===== src/rtl/led_bar_arbiter.sv =====
// led_bar_arbiter: round-robin owner of the 16-LED bar with min/max hold in display ticks
//   clk, reset_n (async, active low)
//   req[NUM_REQ]        per-requester request level
//   pattern[16*NUM_REQ] requester i drives bits [16*i+15:16*i]
//   flick               async button, rising edge skips the current owner
//   Y, grant            registered LED drive and one-hot grant
//   owner, busy         current owner index (valid while busy), GRANT state flag
//   tick                one-cycle display-tick strobe
//   LED_ARB_PRIO0_EN    optional: requester 0 wins IDLE and pre-empts others on a tick
module led_bar_arbiter #(
  parameter int NUM_REQ  = 4,
  parameter int DIV      = 25000000,
  parameter int MIN_HOLD = 2,
  parameter int MAX_HOLD = 8
) (
  input  logic                   clk,
  input  logic                   reset_n,
  input  logic [NUM_REQ-1:0]     req,
  input  logic [16*NUM_REQ-1:0]  pattern,
  input  logic                   flick,
  output logic [15:0]            Y,
  output logic [NUM_REQ-1:0]     grant,
  output logic [2:0]             owner,
  output logic                   busy,
  output logic                   tick
);
  localparam int CW = $clog2(DIV);
  localparam int HW = $clog2(MAX_HOLD + 1);
  typedef enum logic [1:0] {IDLE, GRANT, SWITCH} state_t;
  state_t state_q, state_d;
  logic [CW-1:0] cnt_q, cnt_d;
  logic [HW-1:0] hold_q, hold_d;
  logic [15:0] y_q, y_d, own_pat;
  logic [NUM_REQ-1:0] grant_q, grant_d;
  logic [2:0] owner_q, owner_d, rr_q, rr_d, pick;
  logic [2:0] sync_q, sync_d;
  logic flick_rise, own_req, others, exit_now;
  assign tick = cnt_q == CW'(DIV - 1);
  // sync_q[1] is the synchronised button, sync_q[2] its previous value
  assign flick_rise = sync_q[1] & ~sync_q[2];
  // grant_q is one-hot on the owner while in GRANT, so it doubles as the owner mask
  assign own_req = |(req & grant_q);
  assign others = |(req & ~grant_q);
  assign Y = y_q;
  assign grant = grant_q;
  assign owner = owner_q;
  assign busy = state_q == GRANT;
  always_comb begin
    own_pat = '0;
    for (int i = 0; i < NUM_REQ; i++)
      if (grant_q[i]) own_pat = pattern[16*i +: 16];
  end
  // first set request after rr_ptr: iterate farthest first so the nearest wins
  always_comb begin
    pick = '0;
    for (int k = NUM_REQ; k >= 1; k--)
      for (int i = 0; i < NUM_REQ; i++)
        if (req[i] && i == (int'(rr_q) + k) % NUM_REQ) pick = 3'(i);
`ifdef LED_ARB_PRIO0_EN
    if (req[0]) pick = '0;
`endif
  end
  always_comb begin
`ifdef LED_ARB_PRIO0_EN
    exit_now = (!own_req && hold_q >= HW'(MIN_HOLD))
            || (hold_q == HW'(MAX_HOLD) && others && !grant_q[0])
            || (flick_rise && others)
            || (tick && req[0] && !grant_q[0]);
`else
    exit_now = (!own_req && hold_q >= HW'(MIN_HOLD))
            || (hold_q == HW'(MAX_HOLD) && others)
            || (flick_rise && others);
`endif
  end
  always_comb begin
    state_d = state_q;
    y_d = y_q;
    grant_d = grant_q;
    owner_d = owner_q;
    hold_d = hold_q;
    rr_d = rr_q;
    cnt_d = tick ? '0 : cnt_q + 1'b1;
    sync_d = {sync_q[1:0], flick};
    case (state_q)
      IDLE: begin
        y_d = '0;
        grant_d = '0;
        if (|req) begin
          state_d = GRANT;
          owner_d = pick;
          hold_d = '0;
          for (int i = 0; i < NUM_REQ; i++) grant_d[i] = pick == 3'(i);
        end
      end
      GRANT: begin
        if (exit_now) begin
          state_d = SWITCH;
          y_d = '0;
          grant_d = '0;
        end else begin
          y_d = own_req ? own_pat : y_q;
          hold_d = (tick && hold_q != HW'(MAX_HOLD)) ? hold_q + 1'b1 : hold_q;
        end
      end
      SWITCH: begin
        state_d = IDLE;
        rr_d = owner_q;
        y_d = '0;
        grant_d = '0;
      end
      default: state_d = IDLE;
    endcase
  end
  always_ff @(posedge clk or negedge reset_n) begin
    if (!reset_n) begin
      state_q <= IDLE;
      cnt_q <= '0;
      hold_q <= '0;
      y_q <= '0;
      grant_q <= '0;
      owner_q <= '0;
      rr_q <= 3'(NUM_REQ - 1);
      sync_q <= '0;
    end else begin
      state_q <= state_d;
      cnt_q <= cnt_d;
      hold_q <= hold_d;
      y_q <= y_d;
      grant_q <= grant_d;
      owner_q <= owner_d;
      rr_q <= rr_d;
      sync_q <= sync_d;
    end
  end
endmodule


===== config.mk =====
export PLATFORM = sky130hd
export DESIGN_NAME = led_bar_arbiter
export DESIGN_NICKNAME = d
export VERILOG_FILES = /design/src/rtl/led_bar_arbiter.sv
export SDC_FILE = /design/constraint.sdc
export NUM_CORES = 1
export LEC_CHECK = 0
export ABC_AREA = 1
export CORE_MARGIN = 1
export CORE_UTILIZATION = 31
export DETAILED_ROUTE_END_ITERATION = 8
export GPL_TIMING_DRIVEN = 0
export PLACE_DENSITY = 0.65
export SLEW_MARGIN = 5
export SYNTH_ARGS = -nofsm -noshare
export SYNTH_HDL_FRONTEND = slang
export SYNTH_SLANG_ARGS = --single-unit

===== constraint.sdc =====
create_clock -name clk -period 1.86 [get_ports clk]
set_input_delay 0.372 -clock clk [delete_from_list [all_inputs] [get_ports clk]]
set_output_delay 0.372 -clock clk [all_outputs]
set_load 0.005 [all_outputs]

Word level (Yosys, flattened, before mapping)
Cells that the tools add are included.
{"block": "totals", "regBits": 59, "input_bits": 71, "out_inout_bits": 25, "elab_cells": 125}
{"block": "classes", "addsub": 6, "order_cmp": 1, "n_eq_ne": 25, "n_mux": 33, "bitwise": 9, "reduce_logical": 43}
{"op": "$logic_not A32 Y1", "count": 3}
{"op": "$mux W16", "count": 6}
{"op": "$mux W3", "count": 14}
{"op": "$pmux W16 S2", "count": 1}
{"op": "$add A25 B1 Y25 const B", "count": 1}
{"op": "$eq A25 B25 Y1 const B", "count": 1}
{"op": "$mux W25", "count": 1}
{"op": "$eq A3 B3 Y1 const A", "count": 8}
{"op": "$mux W4", "count": 5}
{"op": "$logic_and A1 B1 Y1", "count": 19}
{"op": "$eq A2 B3 Y1 const A", "count": 4}
{"op": "$pmux W4 S3", "count": 1}
{"op": "$reduce_or A4 Y1", "count": 3}
{"op": "$reduce_or A2 Y1", "count": 5}
{"op": "$and A4 B4 Y4", "count": 2}
{"op": "$pmux W4 S2", "count": 1}
{"op": "$reduce_and A2 Y1", "count": 4}
{"op": "$eq A3 B2 Y1 const B", "count": 2}
{"op": "$add A2 B1 Y2 const B", "count": 2}
{"op": "$add A2 B2 Y2 const B", "count": 2}
{"op": "$add A4 B1 Y4 const B", "count": 1}
{"op": "$and A1 B1 Y1 const A", "count": 4}
{"op": "$eq A4 B4 Y1 const B", "count": 1}
{"op": "$ge A4 B2 Y1 const B", "count": 1}
{"op": "20 further kinds", "count": 25}

Logic depth before layout (Yosys ltp)
Gate-level depths: netlist of run 1.
{"block": "depth", "depth_word": 23, "ltp_mapped": 18, "ltp_nobuf": 17}

Worst setup path after synthesis of run 1
Ideal clock, no wire load.
{"block": "synth_timing", "kind": "register to register", "from": "register hold_q[0]", "to": "register y_q[2] (netlist: Y[2])", "setup_time_ps": 96, "arrival_time_ps": 1617, "required_time_ps": 1764, "setup_slack_ps": 147, "stages_incl_launch_ff": 11, "n_path_buf": 1, "cell_sequence": "dfrtp_1 -> inv_1 -> ha_1 -> nand2_1 -> nor2_1 -> o22ai_1 -> nand2_1 -> nor2_1 -> a21o_1 -> buf_2 -> o31ai_1"}
{"block": "synth_between", "elab_chain_len": 6, "word_cells_on_any_way": 10}
{"element": "start: declaration", "line_no": "32", "text": "logic [HW-1:0] hold_q, hold_d;"}
{"element": "start signal: assignment", "line_no": "127", "text": "hold_q <= hold_d;"}
{"element": "$ge A4 B2 Y1 / $eq A4 B4 Y1 (equally long branches)", "line_no": "70, 71"}
{"element": "$logic_and A1 B1 Y1, on equally long branches", "line_no": "70, 71"}
{"element": "$logic_or A1 B1 Y1 *", "line_no": "71", "text": "|| (hold_q == HW'(MAX_HOLD) && others)"}
{"element": "$logic_or A1 B1 Y1 *", "line_no": "72", "text": "|| (flick_rise && others);"}
{"element": "$mux W16 / $ne A3 B1 Y1 (equally long branches)"}
{"element": "$pmux W16 S2 / $reduce_and A2 Y1 (equally long branches)"}
{"element": "end signal: assignment", "line_no": "128", "text": "y_q <= y_d;"}
{"element": "end: declaration", "line_no": "33", "text": "logic [15:0] y_q, y_d, own_pat;"}
Mark *: on every way between the ends. The rest lies on a longest branch, timed or not.
A chain may end at the register's enable or synchronous reset.

Worst setup path after layout of run 1
{"block": "layout_timing", "from": "register cnt_q[0]", "to": "output tick"}
{"block": "layout_between", "elab_chain_len": 1}
{"element": "start: declaration", "line_no": "31", "text": "logic [CW-1:0] cnt_q, cnt_d;"}
{"element": "start signal: assignment", "line_no": "126", "text": "cnt_q <= cnt_d;"}
{"element": "$eq A25 B25 Y1", "line_no": "38", "text": "assign tick = cnt_q == CW'(DIV - 1);"}
{"element": "end: declaration", "line_no": "25", "text": "output logic tick"}
Every way passes these cells.

==> results.py, run 1 <==
metrics = {
    "clock_network": {
        "cts_tree": "done",
        "clk_latency_ps": 330,
        "cts_made_buffers": 9,
        "path_clk_slew_ps": 60,
        "h-tree-depth": 3,
        "clockBufferDepth": 2,
        "cts-root-buf": "clkbuf_16",
        "clock_sinks": 58,
    },
    "outcome": {
        "outcome": "finished with violations",
        "violations": "negative setup slack",
    },
    "yosys": {
        "ys.flop_type": "dfrtp_1",
        "synth-edff-count": 0,
        "synth.most_common_cell": "nand2_1",
        "avgSynthCellArea_sq_um": 7.745,
        "yosys-top-cells-area": "dfrtp_1 (40%), nand2_1 (11%), inv_1 (4.5%)",
        "synth_nets": 537,
        "ys_seq_area_frac": 0.4107,
        "synth_common_cells": "nand2_1 (107), dfrtp_1 (56), inv_1 (42)",
        "ys_ff_latch": 58,
        "netlist.area_leader.share": 0.3959,
        "synthesis.area_sq_um": 3540,
        "synthCells": 457,
        "yosysTopAreaCell": "dfrtp_1",
        "async_flop_share": 1.000,
        "synth_cell_types": 38,
        "synth_warnings": 0,
    },
    "final_layout": {
        "multi_input_area_sq_um": 2090,
        "fillers": 1002,
        "final_area_sq_um": 5549,
        "regArea_sq_um": 1461,
        "syn_to_final_growth_pct": 56.77,
        "layout.nets": 674,
        "antennaDiodeCount": 0,
        "layout-drive-gt1-share": 0.2187,
    },
    "critical_path": {
        "crit_path_max_incr_delay_ps": 400,
        "rr_startpoint": "cnt_q[0]",
        "r2r-end": "cnt_q[3]",
        "cp_slowest_cell": "dfrtp_1",
        "r2r_slack_ps": -10,
        "worstSetupPathType": "reg2out",
        "crit_path_end_kind": "primary output",
        "path_max_fanout": 3,
        "crit_path_start_kind": "register",
        "worstRegToRegCells": 10,
        "cp_top_family": "simple AND/OR/NAND/NOR gates",
        "worstPathArrival_ps": 1620,
        "cp_num_buf_inv": 3,
        "critPathRequiredTime_ps": 1490,
        "crit_chain": "ha_4 > nand3_4 > nor2_4 > inv_2 > nor2_1 > inv_1 > nor4_1 > buf_2",
    },
    "place": {
        "gp_congestion": 0.8533,
        "dpl.hpwl_um": 7651,
        "port_buffers": 94,
        "dpl_cell_area_sq_um": 4671,
    },
    "floorplanning": {
        "die-area_sq_um": 11850,
        "fp.dieH_um": 108.9,
        "coreArea_sq_um": 10980,
        "initial_utilization": 0.3223,
        "fp.dieW_um": 108.9,
        "io_pins": 96,
        "num_rows": 38,
    },
    "sta": {
        "hold_violations": 0,
        "setup_viol_count_final": 3,
        "max_freq_mhz": 502.6,
        "fin_tns_setup_ps": -148.2,
        "drv_slew": 0,
        "period_share": 1.070,
        "layout_setup_ws_ps": -129.8,
        "rsz0062_at_grt": "yes",
        "fin_crit_ps": 1990,
        "finalClockSkew_ps": 10.31,
        "worst_pin_slew_ps": 662.0,
        "max_slew_margin": 0.5546,
    },
    "drt": {
        "routed_wl_um": 10880,
        "ant_nets": 0,
        "via_count": 3709,
        "post-route-drc-count": 0,
        "drt_iter0_markers": 264,
        "wl_per_cell_um": 14.73,
        "via_per_inst": 5.019,
        "dr.pass1.iters": 4,
    },
    "global_route": {
        "grt_antenna_before_repair": 0,
        "first_global_vias": 3464,
        "grt_max_degree": 36,
        "grt_use_total": 0.1815,
        "grt_pass1_wl_um": 16620,
        "grt.overflow.total": 0,
    },
    "flow_run": {
        "max_cap_viol_count": 0,
    },
    "power_and_ir_drop": {
        "leakage_nw": 2.441,
        "peakVddDrop_uv": 645.2,
        "power_density_nw_per_um2": 1253,
    },
    "worst_hold_path": {
        "hold_path.class": "in2async",
    },
}
-- worst max-delay path by stage --
stage	startpoint	to	slack (ps)	cells past startpoint
after floorplan	hold_q[0]	Y[2]	150	10
after global placement	reset_n	grant[2]	-1380	1
after detailed placement	req[0]	Y[7]	-510	8
after CTS	cnt_q[17]	tick	-110	4
after global routing	cnt_q[0]	tick	-250	8
final	cnt_q[0]	tick	-130	8
-- report_power, final --
part / switching [mW] / total, mW / internal [mW]
Clock: 0.626 / 1.81 / 1.18
Combinational: 1.68 / 3.30 / 1.62
Sequential: 0.283 / 1.84 / 1.56
-- per-stage QoR --
step	std cells	hold slack (ps)	total power, mW	util	worst slack (ps)
finish	739	45.29	6.951	0.5052	-129.8
global route	739	82.03	7.406	0.5052	-251.2
CTS	717	50.78	6.299	0.4713	-111.5
detailed placement	692	351.7	4.283	0.4253	-510.9
global placement	691	339.3	4.222	0.4239	-1377
floorplan	457	76.41	3.197	-	146.9
-- logic make-up (layout without fill, tap and decap cells) --
group                    Yosys count  in the layout  share of synthesized area
multiplexers                       1              1                   0.002828
buffers and inverters             62            204                    0.06964
AND/OR/NAND/NOR                  210            210                     0.2708
other                              1              1                   0.001059
adder cells (fa/ha/maj)            9              9                    0.03181
XOR/XNOR                          17             17                    0.04207
AO/OA/AOI/OAI                     99             99                     0.1711
flip-flops                        58             58                     0.4107
-- layer usage --
layer / track usage / up-vias / wire, um
met2: 0.2911 / 106 / 5379
met3: 0.04901 / 17 / 551
met1: 0.2360 / 1768 / 4791
li1: - / 1818 / -
met5: 0 / - / 0
met4: 0.05985 / 0 / 159
-- layout by cell type (no fill, tap or decap), drive strengths merged, types with 2 or more instances in the layout --
master         count
ha                 9
xnor2              2
dfrtp             56
nor2              40
nor3              14
dfstp              2
a21oi             17
a31oi              3
a22oi             16
clkinvlp           2
clkbuf            17
xor2              15
nand4              8
buf               43
nand2            109
o31ai             17
nor3b              2
bufinv             2
o22ai              6
dlygate4sd2        4
o21ai             38
clkdlybuf4s50     87
nor4               3
clkinv             2
nand3             32
inv               46
-- flip-flops by register name (all words and copies together), names as in the netlist --
signal and count:
Y 16, hold_q 4, grant 4, rr_q 2, sync_q 3, state_q 2
owner 2, cnt_q 25
-- layout make-up --
| class | count | area share |
|---|---|---|
| multi-input cells | 337 | 0.3765 |
| plain buffers | 14 | 0.01962 |
| repair buffers | 129 | 0.2192 |
| inverters | 45 | 0.03089 |
| flip-flops and latches | 58 | 0.2634 |
| clock buffers | 9 | 0.04059 |
| clock inverters | 7 | 0.01826 |
| well taps | 140 | 0.03157 |
-- repair_timing --
item	4_1_cts	5_1_grt
gates resized for setup	44	58
buffers inserted	10	22
pin swaps	7	15
gates cloned	0	2
endpoints found under the setup margin	32	39
hold buffers	0	0
(Power assumes the default switching activity.)
==> run 2: changes to the inputs <==
--- a/config.mk
+++ b/config.mk
@@ -10,7 +10,6 @@
 export CORE_UTILIZATION = 31
 export DETAILED_ROUTE_END_ITERATION = 8
 export GPL_TIMING_DRIVEN = 0
-export PLACE_DENSITY = 0.65
 export SLEW_MARGIN = 5
 export SYNTH_ARGS = -nofsm -noshare
 export SYNTH_HDL_FRONTEND = slang
==> run 2 against run 1 <==
Effect of this change: the run still ends with negative setup slack left; combinational power up 2%; clock skew down 4.0 ps; fmax down 1.3%; global-route usage down 0.38 points; first-iteration DRC count down 18%; wire length up 0.78%; count of clock-buffer cells in the layout up 1; setup slack worse by 27 ps; clock power about the same.
==> results.py, run 2 (synthesis gave the netlist of run 1 again) <==
metrics = {
    "outcome": {
        "outcome": "finished with violations",
        "violations": "negative setup slack",
    },
    "critical_path": {
        "worstRegToRegCells": 11,
        "critPathRequiredTime_ps": 1490,
        "worstPathArrival_ps": 1640,
        "crit_path_start_kind": "register",
        "worstSetupPathType": "reg2out",
        "r2r_slack_ps": -60,
        "crit_path_max_incr_delay_ps": 450,
        "cp_num_buf_inv": 1,
        "crit_chain": "nor4_1 > nand3_1 > nor4_1 > buf_2",
        "cpMostUsedCell": "nor4_1",
        "cp_slowest_cell": "dfrtp_1",
        "crit_path_end_kind": "primary output",
        "cp_top_family": "simple AND/OR/NAND/NOR gates",
        "r2r-end": "cnt_q[24]",
        "rr_startpoint": "cnt_q[0]",
        "path_max_fanout": 6,
    },
    "global_route": {
        "grt_antenna_before_repair": 0,
        "grt_max_degree": 39,
        "grt.overflow.total": 0,
        "grt_use_total": 0.1777,
        "first_global_vias": 3498,
        "grt_pass1_wl_um": 16240,
    },
    "clock_network": {
        "cts-root-buf": "clkbuf_16",
        "clock_sinks": 58,
        "clockBufferDepth": 2,
        "cts_tree": "done",
        "h-tree-depth": 3,
        "hold_buffers": 0,
        "cts_made_buffers": 9,
        "clk_latency_ps": 330,
        "path_clk_slew_ps": 50,
    },
    "floorplanning": {
        "coreArea_sq_um": 10980,
        "num_rows": 38,
        "initial_utilization": 0.3223,
        "io_pins": 96,
        "fp.dieW_um": 108.9,
        "die-area_sq_um": 11850,
        "fp.dieH_um": 108.9,
    },
    "drt": {
        "via_per_inst": 4.954,
        "ant_nets": 0,
        "via_count": 3626,
        "wl_met2_um": 5741,
        "post-route-drc-count": 0,
        "m1WireLength_um": 4609,
        "drt_iter0_markers": 216,
        "dr.pass1.iters": 4,
        "top_layer": "met4",
        "routed_wl_um": 10970,
        "wl_per_cell_um": 14.98,
        "routed-wl-met3_um": 416,
    },
    "final_layout": {
        "layout_commonest_cell": "nand2_1",
        "antennaDiodeCount": 0,
        "syn_to_final_growth_pct": 59.60,
        "final_cell_mix": "nand2_1 (92), clkdlybuf4s50_1 (88), dfrtp_1 (47)",
        "fillers": 999,
        "layout-drive-gt1-share": 0.2517,
        "layout.nets": 667,
        "fin_util": 0.5144,
        "top_register": "cnt_q",
        "largest_register_ff_count": 25,
        "final_area_sq_um": 5649,
    },
    "place": {
        "dpl.hpwl_um": 7703,
        "gp_congestion": 0.8809,
        "dpl_cell_area_sq_um": 4671,
        "port_buffers": 94,
    },
    "power_and_ir_drop": {
        "power_density_nw_per_um2": 1243,
        "total_power_mw": 7.025,
        "peakVddDrop_uv": 590.4,
        "leakage_nw": 2.484,
    },
    "sta": {
        "rsz0062_at_grt": "yes",
        "finalClockSkew_ps": 6.301,
        "layout_setup_ws_ps": -157.0,
        "fin_crit_ps": 2017,
        "max_freq_mhz": 495.8,
        "setup_viol_count_final": 4,
        "drv_slew": 0,
        "hold_violations": 0,
        "worst_pin_slew_ps": 667.9,
        "fin_tns_setup_ps": -272.2,
        "max_slew_margin": 0.5506,
        "period_share": 1.084,
    },
    "flow_run": {
        "max_cap_viol_count": 0,
    },
    "worst_hold_path": {
        "hold_path.class": "in2async",
    },
}
run 2: layout make-up:
class                      instances  area (sq um)  area share
clock inverter                     6         88.84     0.01573
clock buffer                      10         239.0     0.04230
inverter                          45         168.9     0.02990
sequential                        58          1465      0.2594
timing repair buffer             122          1164      0.2060
buffer                            14         100.1     0.01772
tap                              140         175.2     0.03101
multi-input combinational        337          2248      0.3980
run 2: where the power goes:
group          switching, mW  internal [mW]  total (mW)
clock                  0.600           1.21        1.81
sequential             0.297           1.56        1.86
combinational           1.80           1.57        3.36
run 2: worst max-delay path by stage:
| stage | startpoint | endpoint | slack [ps] | cells past startpoint |
|---|---|---|---|---|
| 5_1_grt | cnt_q[0] | tick | -210 | 8 |
| 2_1_floorplan | hold_q[0] | Y[2] | 150 | 10 |
| 4_1_cts | cnt_q[0] | tick | -170 | 8 |
| 3_3_place_gp | reset_n | Y[6] | -1420 | 1 |
| 6_report | cnt_q[17] | tick | -160 | 4 |
| 3_5_place_dp | req[0] | Y[8] | -560 | 8 |
run 2: per-layer routing:
| layer | global-route usage | vias up |
|---|---|---|
| met3 | 0.04184 | 17 |
| met4 | 0.06467 | 0 |
| met5 | 0 | - |
| met1 | 0.2196 | 1724 |
| li1 | - | 1804 |
| met2 | 0.3006 | 81 |
run 2: repair_timing:
| action | in CTS | in global routing |
|---|---|---|
| setup endpoints to repair | 34 | 39 |
| pin swaps | 6 | 18 |
| cloned | 0 | 2 |
| setup buffers | 12 | 14 |
| gates resized for setup | 39 | 99 |
run 2: metrics by stage:
| step | worst slack [ps] | std cells | hold WS, ps |
|---|---|---|---|
| after global routing | -210.1 | 732 | 55.77 |
| after floorplan | 146.9 | 457 | 76.41 |
| after CTS | -167.2 | 719 | 20.13 |
| after detailed placement | -556.5 | 692 | 334.7 |
| after global placement | -1420 | 691 | 338.8 |
| final | -157.0 | 732 | 6.717 |
run 2: worst register-to-register path, delay by kind of cell, from the launching register on:
kind            cells  cell delay, ps
buf+inv             2             200
simple gates        6             870
fa+ha+maj           1             170
compound gates      2             170
flops               1             400
==> run 3: changes to the inputs <==
--- a/config.mk
+++ b/config.mk
@@ -10,6 +10,7 @@
 export CORE_UTILIZATION = 31
 export DETAILED_ROUTE_END_ITERATION = 8
 export GPL_TIMING_DRIVEN = 0
+export PLACE_DENSITY = 0.6
 export SLEW_MARGIN = 5
 export SYNTH_ARGS = -nofsm -noshare
 export SYNTH_HDL_FRONTEND = slang
==> results of run 3 <==
Final layout, timing and power as in run 2 (identical DEF).
